<file path="config.mk">
export PLATFORM = sky130hd
export DESIGN_NAME = trackball_emu
export DESIGN_NICKNAME = d
export VERILOG_FILES = /design/src/rtl/trackball_emu.sv
export SDC_FILE = /design/constraint.sdc
export NUM_CORES = 1
export LEC_CHECK = 0
export ABC_AREA = 1
export CORE_MARGIN = 2
export CORE_UTILIZATION = 35
export DETAILED_ROUTE_END_ITERATION = 12
export SLEW_MARGIN = 20
export SYNTH_ARGS = -nofsm -noshare
export SYNTH_HDL_FRONTEND = slang
export SYNTH_SLANG_ARGS = --single-unit
</file>
<file path="constraint.sdc">
create_clock -name clk -period 4.5 [get_ports clk]
set_input_delay 0.9 -clock clk [delete_from_list [all_inputs] [get_ports clk]]
set_output_delay 0.9 -clock clk [all_outputs]
set_load 0.005 [all_outputs]
</file>
<file path="src/rtl/trackball_emu.sv">
// Trackball emulator: mouse deltas and joystick directions feed per-axis signed
// accumulators that drain one count per step tick into 8-bit position counters.
module trackball_emu #(
  parameter int unsigned STEP_DIV = 2500
) (
  input  logic              clk,
  input  logic              reset_n,
  input  logic signed [7:0] mouse_dx,
  input  logic signed [7:0] mouse_dy,
  input  logic              mouse_stb,
  input  logic              joy_up,
  input  logic              joy_down,
  input  logic              joy_left,
  input  logic              joy_right,
  input  logic [1:0]        joy_speed,
  input  logic              flip,
  output logic [7:0]        track_x,
  output logic [7:0]        track_y,
  output logic              active
);

  localparam logic [15:0] DIV_LAST = 16'(STEP_DIV - 1);

  logic [15:0]       pre_q;
  logic              tick;
  logic              s1_q, s2_q, s3_q;
  logic [1:0]        start_q;
  logic              mouse_edge;
  logic signed [9:0] acc_x_q, acc_y_q;
  logic signed [9:0] acc_x_d, acc_y_d;
  logic [7:0]        track_x_q, track_y_q;
  logic [7:0]        track_x_d, track_y_d;
  logic              active_q;
  logic signed [11:0] mx, my, jx, jy, sx, sy;
  logic signed [11:0] sum_x, sum_y;

  // Mouse delta widened before negation so that -(-128) is representable.
  function automatic logic signed [11:0] mouse_term(input logic signed [7:0] d,
                                                    input logic flp);
    logic signed [11:0] v;
    v = 12'(d);
    return flp ? -v : v;
  endfunction

  function automatic logic signed [11:0] joy_term(input logic pos, input logic neg,
                                                  input logic [1:0] spd,
                                                  input logic flp);
    logic signed [11:0] mag;
    logic signed [11:0] v;
    mag = $signed({10'd0, spd}) + 12'sd1;
    if (pos && !neg)      v = mag;
    else if (neg && !pos) v = -mag;
    else                  v = 12'sd0;
    return flp ? -v : v;
  endfunction

  function automatic logic signed [11:0] step_of(input logic signed [9:0] a);
    if (a > 10'sd0)      return 12'sd1;
    else if (a < 10'sd0) return -12'sd1;
    else                 return 12'sd0;
  endfunction

  function automatic logic signed [9:0] sat10(input logic signed [11:0] s);
    if (s > 12'sd511)       return 10'sd511;
    else if (s < -12'sd512) return -10'sd512;
    else                    return s[9:0];
  endfunction

  assign tick = (pre_q == DIV_LAST);

  always_ff @(posedge clk or negedge reset_n) begin
    if (!reset_n)  pre_q <= '0;
    else if (tick) pre_q <= '0;
    else           pre_q <= pre_q + 16'd1;
  end

  // Startup counter masks the first edge when mouse_stb is already high at reset release.
  always_ff @(posedge clk or negedge reset_n) begin
    if (!reset_n) begin
      s1_q    <= 1'b0;
      s2_q    <= 1'b0;
      s3_q    <= 1'b0;
      start_q <= 2'd0;
    end else begin
      s1_q <= mouse_stb;
      s2_q <= s1_q;
      s3_q <= s2_q;
      if (start_q != 2'd3) start_q <= start_q + 2'd1;
    end
  end

  assign mouse_edge = (s2_q ^ s3_q) && (start_q == 2'd3);

  always_comb begin
    mx = mouse_term(mouse_dx, flip);
    my = mouse_term(mouse_dy, flip);
    jx = joy_term(joy_right, joy_left, joy_speed, flip);
    jy = joy_term(joy_up, joy_down, joy_speed, flip);
    sx = step_of(acc_x_q);
    sy = step_of(acc_y_q);

    sum_x = 12'(acc_x_q);
    sum_y = 12'(acc_y_q);
    if (mouse_edge) begin
      sum_x = sum_x + mx;
      sum_y = sum_y + my;
    end
    if (tick) begin
      sum_x = sum_x + jx - sx;
      sum_y = sum_y + jy - sy;
    end
    acc_x_d = sat10(sum_x);
    acc_y_d = sat10(sum_y);

    track_x_d = track_x_q;
    track_y_d = track_y_q;
    if (tick) begin
      track_x_d = track_x_q + sx[7:0];
      track_y_d = track_y_q + sy[7:0];
    end
  end

  always_ff @(posedge clk or negedge reset_n) begin
    if (!reset_n) begin
      acc_x_q   <= '0;
      acc_y_q   <= '0;
      track_x_q <= '0;
      track_y_q <= '0;
      active_q  <= 1'b0;
    end else begin
      acc_x_q   <= acc_x_d;
      acc_y_q   <= acc_y_d;
      track_x_q <= track_x_d;
      track_y_q <= track_y_d;
      active_q  <= (acc_x_d != 10'sd0) || (acc_y_d != 10'sd0);
    end
  end

  assign track_x = track_x_q;
  assign track_y = track_y_q;
  assign active  = active_q;

endmodule
</file>
; Word level (Yosys, flattened, before mapping)
; Cells that the tools add are included.
[totals]
reg_bits = 58
in_bits = 26
out_inout_bits = 17
[classes]
add_sub_neg = 16
n_lt_le_gt_ge = 8
n_eq_ne = 3
n_mux = 21
bitwise_logic = 1
reduce_logical = 12
[op_table]
columns = cell, n
row1 = $mux W12, 16
row2 = $mux W10, 4
row3 = $add A10 B12 Y12, 2
row4 = $add A12 B12 Y12, 2
row5 = $gt A12 B10 Y1 const B, 2
row6 = $lt A12 B10 Y1 const B, 2
row7 = $neg A12 Y12, 2
row8 = $neg A8 Y12, 2
row9 = $sub A12 B12 Y12, 2
row10 = $gt A10 B1 Y1 const B, 2
row11 = $lt A10 B1 Y1 const B, 2
row12 = $reduce_bool A10 Y1, 2
row13 = $add A16 B1 Y16 const B, 1
row14 = $add A8 B8 Y8, 2
row15 = $eq A16 B12 Y1 const B, 1
row16 = $mux W16, 1
row17 = $neg A3 Y12, 1
row18 = $logic_and A1 B1 Y1, 5
row19 = $logic_not A1 Y1, 4
row20 = $add A2 B1 Y3 const B, 1
row21 = $add A2 B1 Y2 const B, 1
row22 = $eq A2 B2 Y1 const B, 1
row23 = $ne A2 B2 Y1 const B, 1
row24 = $logic_or A1 B1 Y1, 1
row25 = $xor A1 B1 Y1, 1

; Depth between registers and ports, before layout
; Gate-level depths: netlist of run 1.
[depth]
word_depth = 14
mapped_depth = 34
depth_no_buf = 34

; Least setup slack after synthesis of run 1
; No wires, ideal clock.
[synth_path]
path_type = in2reg
from = in mouse_dy[0]
to = reg active_q, in the netlist active
setup_time_ps = 125
arrival_ps = 4915
required_time_ps = 4375
slack_ps = -540
path_stages = 30
path_buffers = 1
cell_sequence = inv_1 -> ha_1 -> inv_1 -> nor3_1 -> inv_1 -> o31ai_1 -> xnor2_1 -> ha_1 -> nand2_1 -> nor2_1 -> a21oi_1 -> or2_2 -> nand3_1 -> o21ai_0 -> fa_1 -> inv_1 -> ha_1 -> a21o_1 -> a21boi_1 -> nand3_1 -> or2_2 -> nand3_1 -> nand2_1 -> nand2_2 -> nand2_4 -> buf_6 -> o21ai_1 -> nand2_1 -> nor2_1 -> nand3_1
[synth_via]
elab_chain_len = 12
[synth_lines]
columns = element, line
row1 = from (decl), 9  ; input logic signed [7:0] mouse_dy,
row2 = $neg A8 Y12, 42  ; return flp ? -v : v;
row3 = $mux W12 (*), 42
row4 = $add A10 B12 Y12 (*), 106  ; sum_y = sum_y + my;
row5 = $mux W12 (*), 104  ; if (mouse_edge) begin
row6 = $add A12 B12 Y12, 110  ; sum_y = sum_y + jy - sy;
row7 = $sub A12 B12 Y12, 110
row8 = $mux W12 (*), 108  ; if (tick) begin
row9 = $lt A12 B10 Y1, 65  ; else if (s < -12'sd512) return -10'sd512;
row10 = $mux W10, 65
row11 = $mux W10 (*), 64  ; if (s > 12'sd511) return 10'sd511;
row12 = $reduce_bool A10 Y1 (*), 135  ; active_q <= (acc_x_d != 10'sd0) || (acc_y_d != 10'sd0);
row13 = $logic_or A1 B1 Y1 (*), 135
row14 = to (signal assigned), 135
row15 = to (decl), 33  ; logic active_q;
; Mark *: on every way between the ends. The rest lies on a longest branch, timed or not.
; A chain may end at the register's enable or synchronous reset.

; Worst setup path in the final report of run 1
[layout_path]
from = in mouse_dy[0]
to = reg active_q, in the netlist active
[layout_via]
elab_chain_len = 12
[layout_lines]
columns = element, line
row1 = $neg A8 Y12, 42
row2 = $mux W12 (*), 42
row3 = $add A10 B12 Y12 (*), 106
row4 = $mux W12 (*), 104
row5 = $add A12 B12 Y12, 110
row6 = $sub A12 B12 Y12, 110
row7 = $mux W12 (*), 108
row8 = $lt A12 B10 Y1, 65
row9 = $mux W10, 65
row10 = $mux W10 (*), 64
row11 = via acc_y_d[9], 30  ; logic signed [9:0] acc_x_d, acc_y_d;
row12 = $reduce_bool A10 Y1 (*), 135
row13 = $logic_or A1 B1 Y1 (*), 135
; Mark *: on every way through the listed nets, which the timed path passes. The rest lies on a longest branch.

==> out/results.ini, run 1 <==
[worst_setup_path]
r2r_start = start_q[0]
startpoint_type = input pin
cp_top_family = buffers and inverters
critPathLaunch = mouse_dy[0]
required_ns = 4.71
cp_max_fo = 5
slowest_delay_ns = 0.25
slowest_stage = ha_4
worst-path-buf-inv = 19
timing.rr.end = active
crit_top_cell = buf_4
crit_type = input pin to flip-flop
worst-path-stages = 39
crit_end = active
r2r_cells = 21
worstPathArrival_ns = 5.05
cp-end-kind = flip-flop
r2r_slack_ns = 0.39

[die]
coreArea_um2 = 20100
die_w_um = 147
rows = 52
initial_core_util_pct = 35.5
die_h_um = 147
design.die.area_um2 = 21600
ioPinCount = 43

[routing]
ant_nets = 0
vias_per_cell = 4.76
drtPass1Iterations = 4
wl_per_cell_um = 13.5
first_iter_violations = 318
drc = 0
vias = 7483
wirelength_um = 21300

[placed_design]
place_ws_ns = -1.20
routabilityCongestion = 0.919
io_buffers = 42
placed_cells = 1525
dpl.hpwl_um = 15700

[finish]
nets = 1424
synthToLayoutAreaGrowth_pct = 50.2
antenna_cells = 0
layout.core_utilization_pct = 53.4
drive_gt1_share_pct = 34.9
finalNonFillerCells = 1573

[timing]
fin_worst_skew_ns = 0.0134
rsz0062_at_grt = yes
finalSetupViolations = 19
max_freq_mhz = 207
slew_violations = 0
finalHoldViolCount = 0
period_needed_ns = 4.84
worstMarginPinSlew_ns = 1.07
setup_ws_ns = -0.343
relSlewSlack_pct = 28.9
fin_crit_sh_pct = 108

[min_path]
min_path_type = flip-flop to flip-flop

[synthesis]
ys_ff_latch = 58
netlist.area_leader.share_pct = 20.3
ys_seq_area_share_pct = 20.3
synth_edf_count = 0
ys.flop_type = dfrtp_1
avgSynthCellArea_um2 = 6.70
synthTopCellsByArea = dfrtp_1, nand2_1, ha_1
yosys_warnings = 0
synthCells = 1066
synth_top_cell_by_area = dfrtp_1
syn_nets = 1192
synth_area_um2 = 7140
async_flop_share_pct = 100
ys_types = 45

[run]
drv_cap = 0

[clocking]
clock_path_buffers = 2
cts-buffers-inserted = 9
root_buffer = clkbuf_16
h-tree-depth = 3
cts_tree = built
clk_latency_ns = 0.34
clkTransAtPathRegs_ns = 0.05
cts_hold_buf = 0
cts_num_sinks = 58

[power_and_ir_drop]
power_density_nw_per_um2 = 904
ir_worst_vdd_mv = 0.458
power.leakage_nw = 5.42

[global_routing]
grt_pass1_wl_um = 34600
grt_use_total_pct = 19.7
grt_max_degree = 38
antenna_found_initial = 0
grt_pass1_vias = 7211
overflow = 0

[status]
status = finished, violations left
violations = setup timing

-- through the flow --
step	hold slack, ns	cell area [um^2]	TNS [ns]	total power, mW
2_1_floorplan	0.331	7230	-1.36	4.57
3_3_place_gp	0.337	9130	-20.44	6.91
3_5_place_dp	0.348	9130	-21.34	6.94
4_1_cts	0.360	10100	-3.32	8.65
5_1_grt	0.374	10700	-7.36	10.6
6_report	0.356	10700	-3.57	9.70
-- cell usage in the layout (no fill, tap or decap), drive strengths merged --
| master | count |
|---|---|
| o21a | 2 |
| a21boi | 1 |
| nand4 | 16 |
| nor4 | 6 |
| nor3 | 12 |
| a21o | 3 |
| fa | 26 |
| a31oi | 4 |
| clkdlybuf4s50 | 28 |
| o21bai | 3 |
| buf | 197 |
| ha | 74 |
| nand3 | 75 |
| nand2 | 317 |
| o31ai | 2 |
| o21ai | 63 |
| dfrtp | 58 |
| or2 | 7 |
| clkdlybuf4s15 | 1 |
| a211o | 1 |
| and2 | 2 |
| clkbuf | 16 |
| nor2 | 94 |
| o211ai | 1 |
| mux2i | 1 |
| dlymetal6s2s | 2 |
| a311oi | 2 |
| nand3b | 1 |
| clkinv | 5 |
| xnor2 | 23 |
| inv | 165 |
| clkinvlp | 2 |
| a22oi | 2 |
| dlygate4sd2 | 2 |
| mux2 | 1 |
| xor2 | 25 |
| a21oi | 63 |
-- logic make-up (layout without fill, tap and decap cells) --
family          after synthesis  in the layout  share of synthesized area (%)
mux                           2              2                          0.298
flops                        58             58                           20.3
simple gates                528            530                           32.4
buf+inv                     183            418                           9.79
xor+xnor                     48             48                           5.88
compound gates              147            147                           11.1
fa+ha+maj                   100            100                           20.2
-- power breakdown --
group          internal, mW  switching, mW
registers             0.625          0.123
logic                  4.00           4.28
clock network         0.416          0.259
-- how the worst min path moves through the flow --
| stage | slack [ns] | depth (start not counted) | endpoint | start |
|---|---|---|---|---|
| after floorplan | 0.33 | 0 | s2_q | s1_q |
| after CTS | 0.36 | 0 | s2_q | s1_q |
| after detailed placement | 0.35 | 0 | s2_q | s1_q |
| final | 0.36 | 0 | s2_q | s1_q |
| after global routing | 0.37 | 0 | s2_q | s1_q |
| after global placement | 0.34 | 0 | s2_q | s1_q |
-- cell usage after synthesis, drive strengths merged (2+ instances only) --
master  instances
a21o            3
a21oi          63
a22oi           2
a311oi          2
a31oi           4
and2            2
buf             4
clkbuf         11
clkinv          5
dfrtp          58
fa             26
ha             74
inv           163
nand2         315
nand3          75
nand4          16
nor2           94
nor3           12
nor4            6
o21a            2
o21ai          63
o21bai          3
o31ai           2
or2             7
xnor2          23
xor2           25
-- flip-flops by register name (all words and copies together) (netlist names), 2 cells and up --
name and flops:
start_q 2, acc_x_q 10, pre_q 16, acc_y_q 10, track_y 8, track_x 8
-- area by class of cell --
type	instances	area (um^2)
clock inverters	4	25.0
well taps	270	338
fillers	1851	9370
inverters	168	667
repair buffers	234	1920
clock buffers	12	267
flip-flops and latches	58	1450
multi-input cells	827	6060
-- what timing repair did --
action | CTS | global route
cloned | 2 | 1
endpoints found under the hold margin | 0 | 0
endpoints found under the setup margin | 21 | 21
resized for setup | 147 | 150
buffers inserted | 22 | 8
pin swaps | 45 | 85
-- routing by layer --
metal | vias up | wire [um] | track usage [%]
met2 | 153 | 9760 | 31.5
met5 | - | 0 | 0
met4 | 0 | 202 | 4.32
met3 | 12 | 832 | 2.02
met1 | 3433 | 10500 | 28.7
li1 | 3885 | - | -
Note: power is estimated with default switching activity, not from simulation.
==> run 2: changes to the inputs <==
- ABC_CLOCK_PERIOD_IN_PS: not set -> 4500
- CORE_MARGIN: 2 -> not set
==> run 2 against run 1 <==
The flow still finishes with violations (setup timing). Die area down 2.7%. Non-clock buffer count unchanged. Flip-flop and latch count unchanged. Wire length down 0.25%. Sequential share of layout area about the same. Register-to-register slack better by 0.12 ns. First-iteration DRC count up 7.2%. Combinational power up 1%. Critical endpoint unchanged. Clock skew about the same. Fmax up 3.5%. Sequential power up 0.9%. Hold slack better by 0.048 ns.
==> out/results.ini, run 2 (synthesized netlist as in run 1, its figures left out) <==
[finish]
antenna_cells = 0  ; unchanged
layout.core_utilization_pct = 54.4  ; +1.0 points
fillers = 1835  ; -0.86%
largest_reg_flops = 16  ; unchanged
ff_latch_area_um2 = 1450  ; unchanged
synthToLayoutAreaGrowth_pct = 50.1  ; about the same
final_common_cell = nand2_1
reg.largest.list = pre_q (16), acc_x_q (10), acc_y_q (10)
top_register = pre_q
nets = 1423  ; -0.070%
layout_common_cells = nand2_1, buf_4, inv_1
multi_input_area_um2 = 6090  ; +0.39%
drive_gt1_share_pct = 34.8  ; -0.13 points

[die]
die_h_um = 145  ; -1.4%
coreArea_um2 = 19700  ; -1.9%
design.die.area_um2 = 21000  ; -2.7%
rows = 51  ; -1.9%
die_w_um = 145  ; -1.4%
ioPinCount = 43  ; unchanged
initial_core_util_pct = 36.2  ; +0.70 points

[timing]
finalSetupViolations = 12  ; -7
max_freq_mhz = 214  ; +3.5%
finalHoldViolCount = 0  ; unchanged
worstMarginPinSlew_ns = 1.07  ; +0.00723 ns
setup_ws_ns = -0.179  ; +0.164 ns
hold_ws_ns = 0.404  ; +0.0485 ns
relSlewSlack_pct = 28.4  ; -0.48 points
fin_crit_sh_pct = 104  ; -3.6 points
slew_violations = 0  ; unchanged
period_needed_ns = 4.68  ; -0.164 ns
rsz0062_at_grt = yes
fin_worst_skew_ns = 0.0137  ; +0.000392 ns

[worst_setup_path]
worstPathArrival_ns = 4.90  ; -0.15 ns
startpoint_type = input pin
cp_max_fo = 8  ; +3
required_ns = 4.72  ; about the same
cp-end-kind = flip-flop
crit_type = input pin to flip-flop

[clocking]
cts_hold_buf = 0  ; unchanged
h-tree-depth = 3  ; unchanged
cts_tree = built
cts-buffers-inserted = 9  ; unchanged
clk_latency_ns = 0.35  ; about the same
cts_num_sinks = 58  ; unchanged
root_buffer = clkbuf_16
clkTransAtPathRegs_ns = 0.06  ; about the same
clock_path_buffers = 2  ; unchanged

[power_and_ir_drop]
ir_worst_vdd_mv = 0.437  ; -4.5%
power_mw = 9.83  ; +1.3%
power_density_nw_per_um2 = 916  ; +1.4%
power.leakage_nw = 5.41  ; about the same

[global_routing]
antenna_found_initial = 0  ; unchanged
grt_max_degree = 40  ; +5.3%
overflow = 0  ; unchanged
grt_use_total_pct = 21.1  ; +1.5 points
grt_pass1_vias = 7280  ; +0.96%
grt_pass1_wl_um = 34400  ; -0.36%

[placed_design]
dpl.hpwl_um = 15800  ; +0.81%
routabilityCongestion = 0.895  ; -2.7%
io_buffers = 42  ; unchanged

[min_path]
min_path_type = flip-flop to flip-flop

[routing]
wirelength_um = 21200  ; -0.25%
ant_nets = 0  ; unchanged
drc = 0  ; unchanged
first_iter_violations = 341  ; +7.2%
vias_per_cell = 4.82  ; +1.3%
vias = 7555  ; +0.96%
wl_per_cell_um = 13.5  ; +0.13%
drtPass1Iterations = 5  ; +1

[status]
violations = setup timing
status = finished, violations left

[run]
drv_cap = 0  ; unchanged

==> run 2: critical path, stage by stage <==
cell	delay (ns)
clkdlybuf4s15_1	0.24
nor3_4	0.21
inv_2	0.07
o31ai_4	0.21
xnor2_2	0.09
ha_1	0.35
buf_4	0.15
buf_4	0.12
or2_2	0.31
a31oi_4	0.17
fa_1	0.50
ha_4	0.30
nand2_4	0.09
inv_1	0.04
nand2_1	0.07
nand2_2	0.07
nand2_2	0.08
nand3_1	0.07
nand2_1	0.07
nand3_2	0.07
clkinv_1	0.08
nand3_2	0.09
nand2_4	0.10
nand2_4	0.10
o21ai_1	0.09
nand2_1	0.08
nor2_1	0.08
nand3_1	0.08
==> run 2: routing by layer <==
layer	vias up	wire [um]	track usage [%]
li1	3888	-	-
met1	3496	10500	29.6
met2	147	9600	34.6
met3	24	827	2.34
met4	0	298	5.10
met5	-	0	0
==> run 2: layout make-up <==
cell class	instances	share of cell area, %
multi-input cells	826	56.8
clock inverters	4	0.233
inverters	168	6.19
flip-flops and latches	58	13.5
repair buffers	234	17.7
well taps	265	3.09
clock buffers	12	2.48
==> run 2: timing repair <==
item | in CTS | in global routing
gates cloned | 1 | 0
pin swaps | 80 | 57
setup endpoints to repair | 21 | 21
setup buffers | 19 | 7
gates resized for setup | 182 | 112
==> run 2: path summary, 6_finish.rpt <==
kind | start | to | slack (ns) | cells past startpoint
min in group asynchronous | reset_n | acc_x_q[2] | 0.49 | 1
max in group asynchronous | reset_n | track_y[4] | 3.11 | 2
worst min-delay path | s2_q | s3_q | 0.40 | 0
worst max-delay path | mouse_dy[3] | active | -0.18 | 28
worst min register to register | s2_q | s3_q | 0.40 | 0
worst max register to register | start_q[0] | active | 0.51 | 21
==> run 2: where the power goes <==
part	switching [mW]	internal, mW
Combinational	4.30	4.09
Sequential	0.130	0.625
Clock	0.266	0.416
Total	4.70	5.13
==> run 2: through the flow <==
step                      setup TNS (ns)  area (um^2)  instances  setup slack [ns]
after detailed placement          -21.35         9150       1524             -1.19
final                              -1.02        10700       1567            -0.179
after CTS                         -0.868        10200       1560            -0.146
after floorplan                    -1.36         7230       1066            -0.310
after global placement            -20.59         9150       1524             -1.16
after global routing               -5.03        10700       1567            -0.450
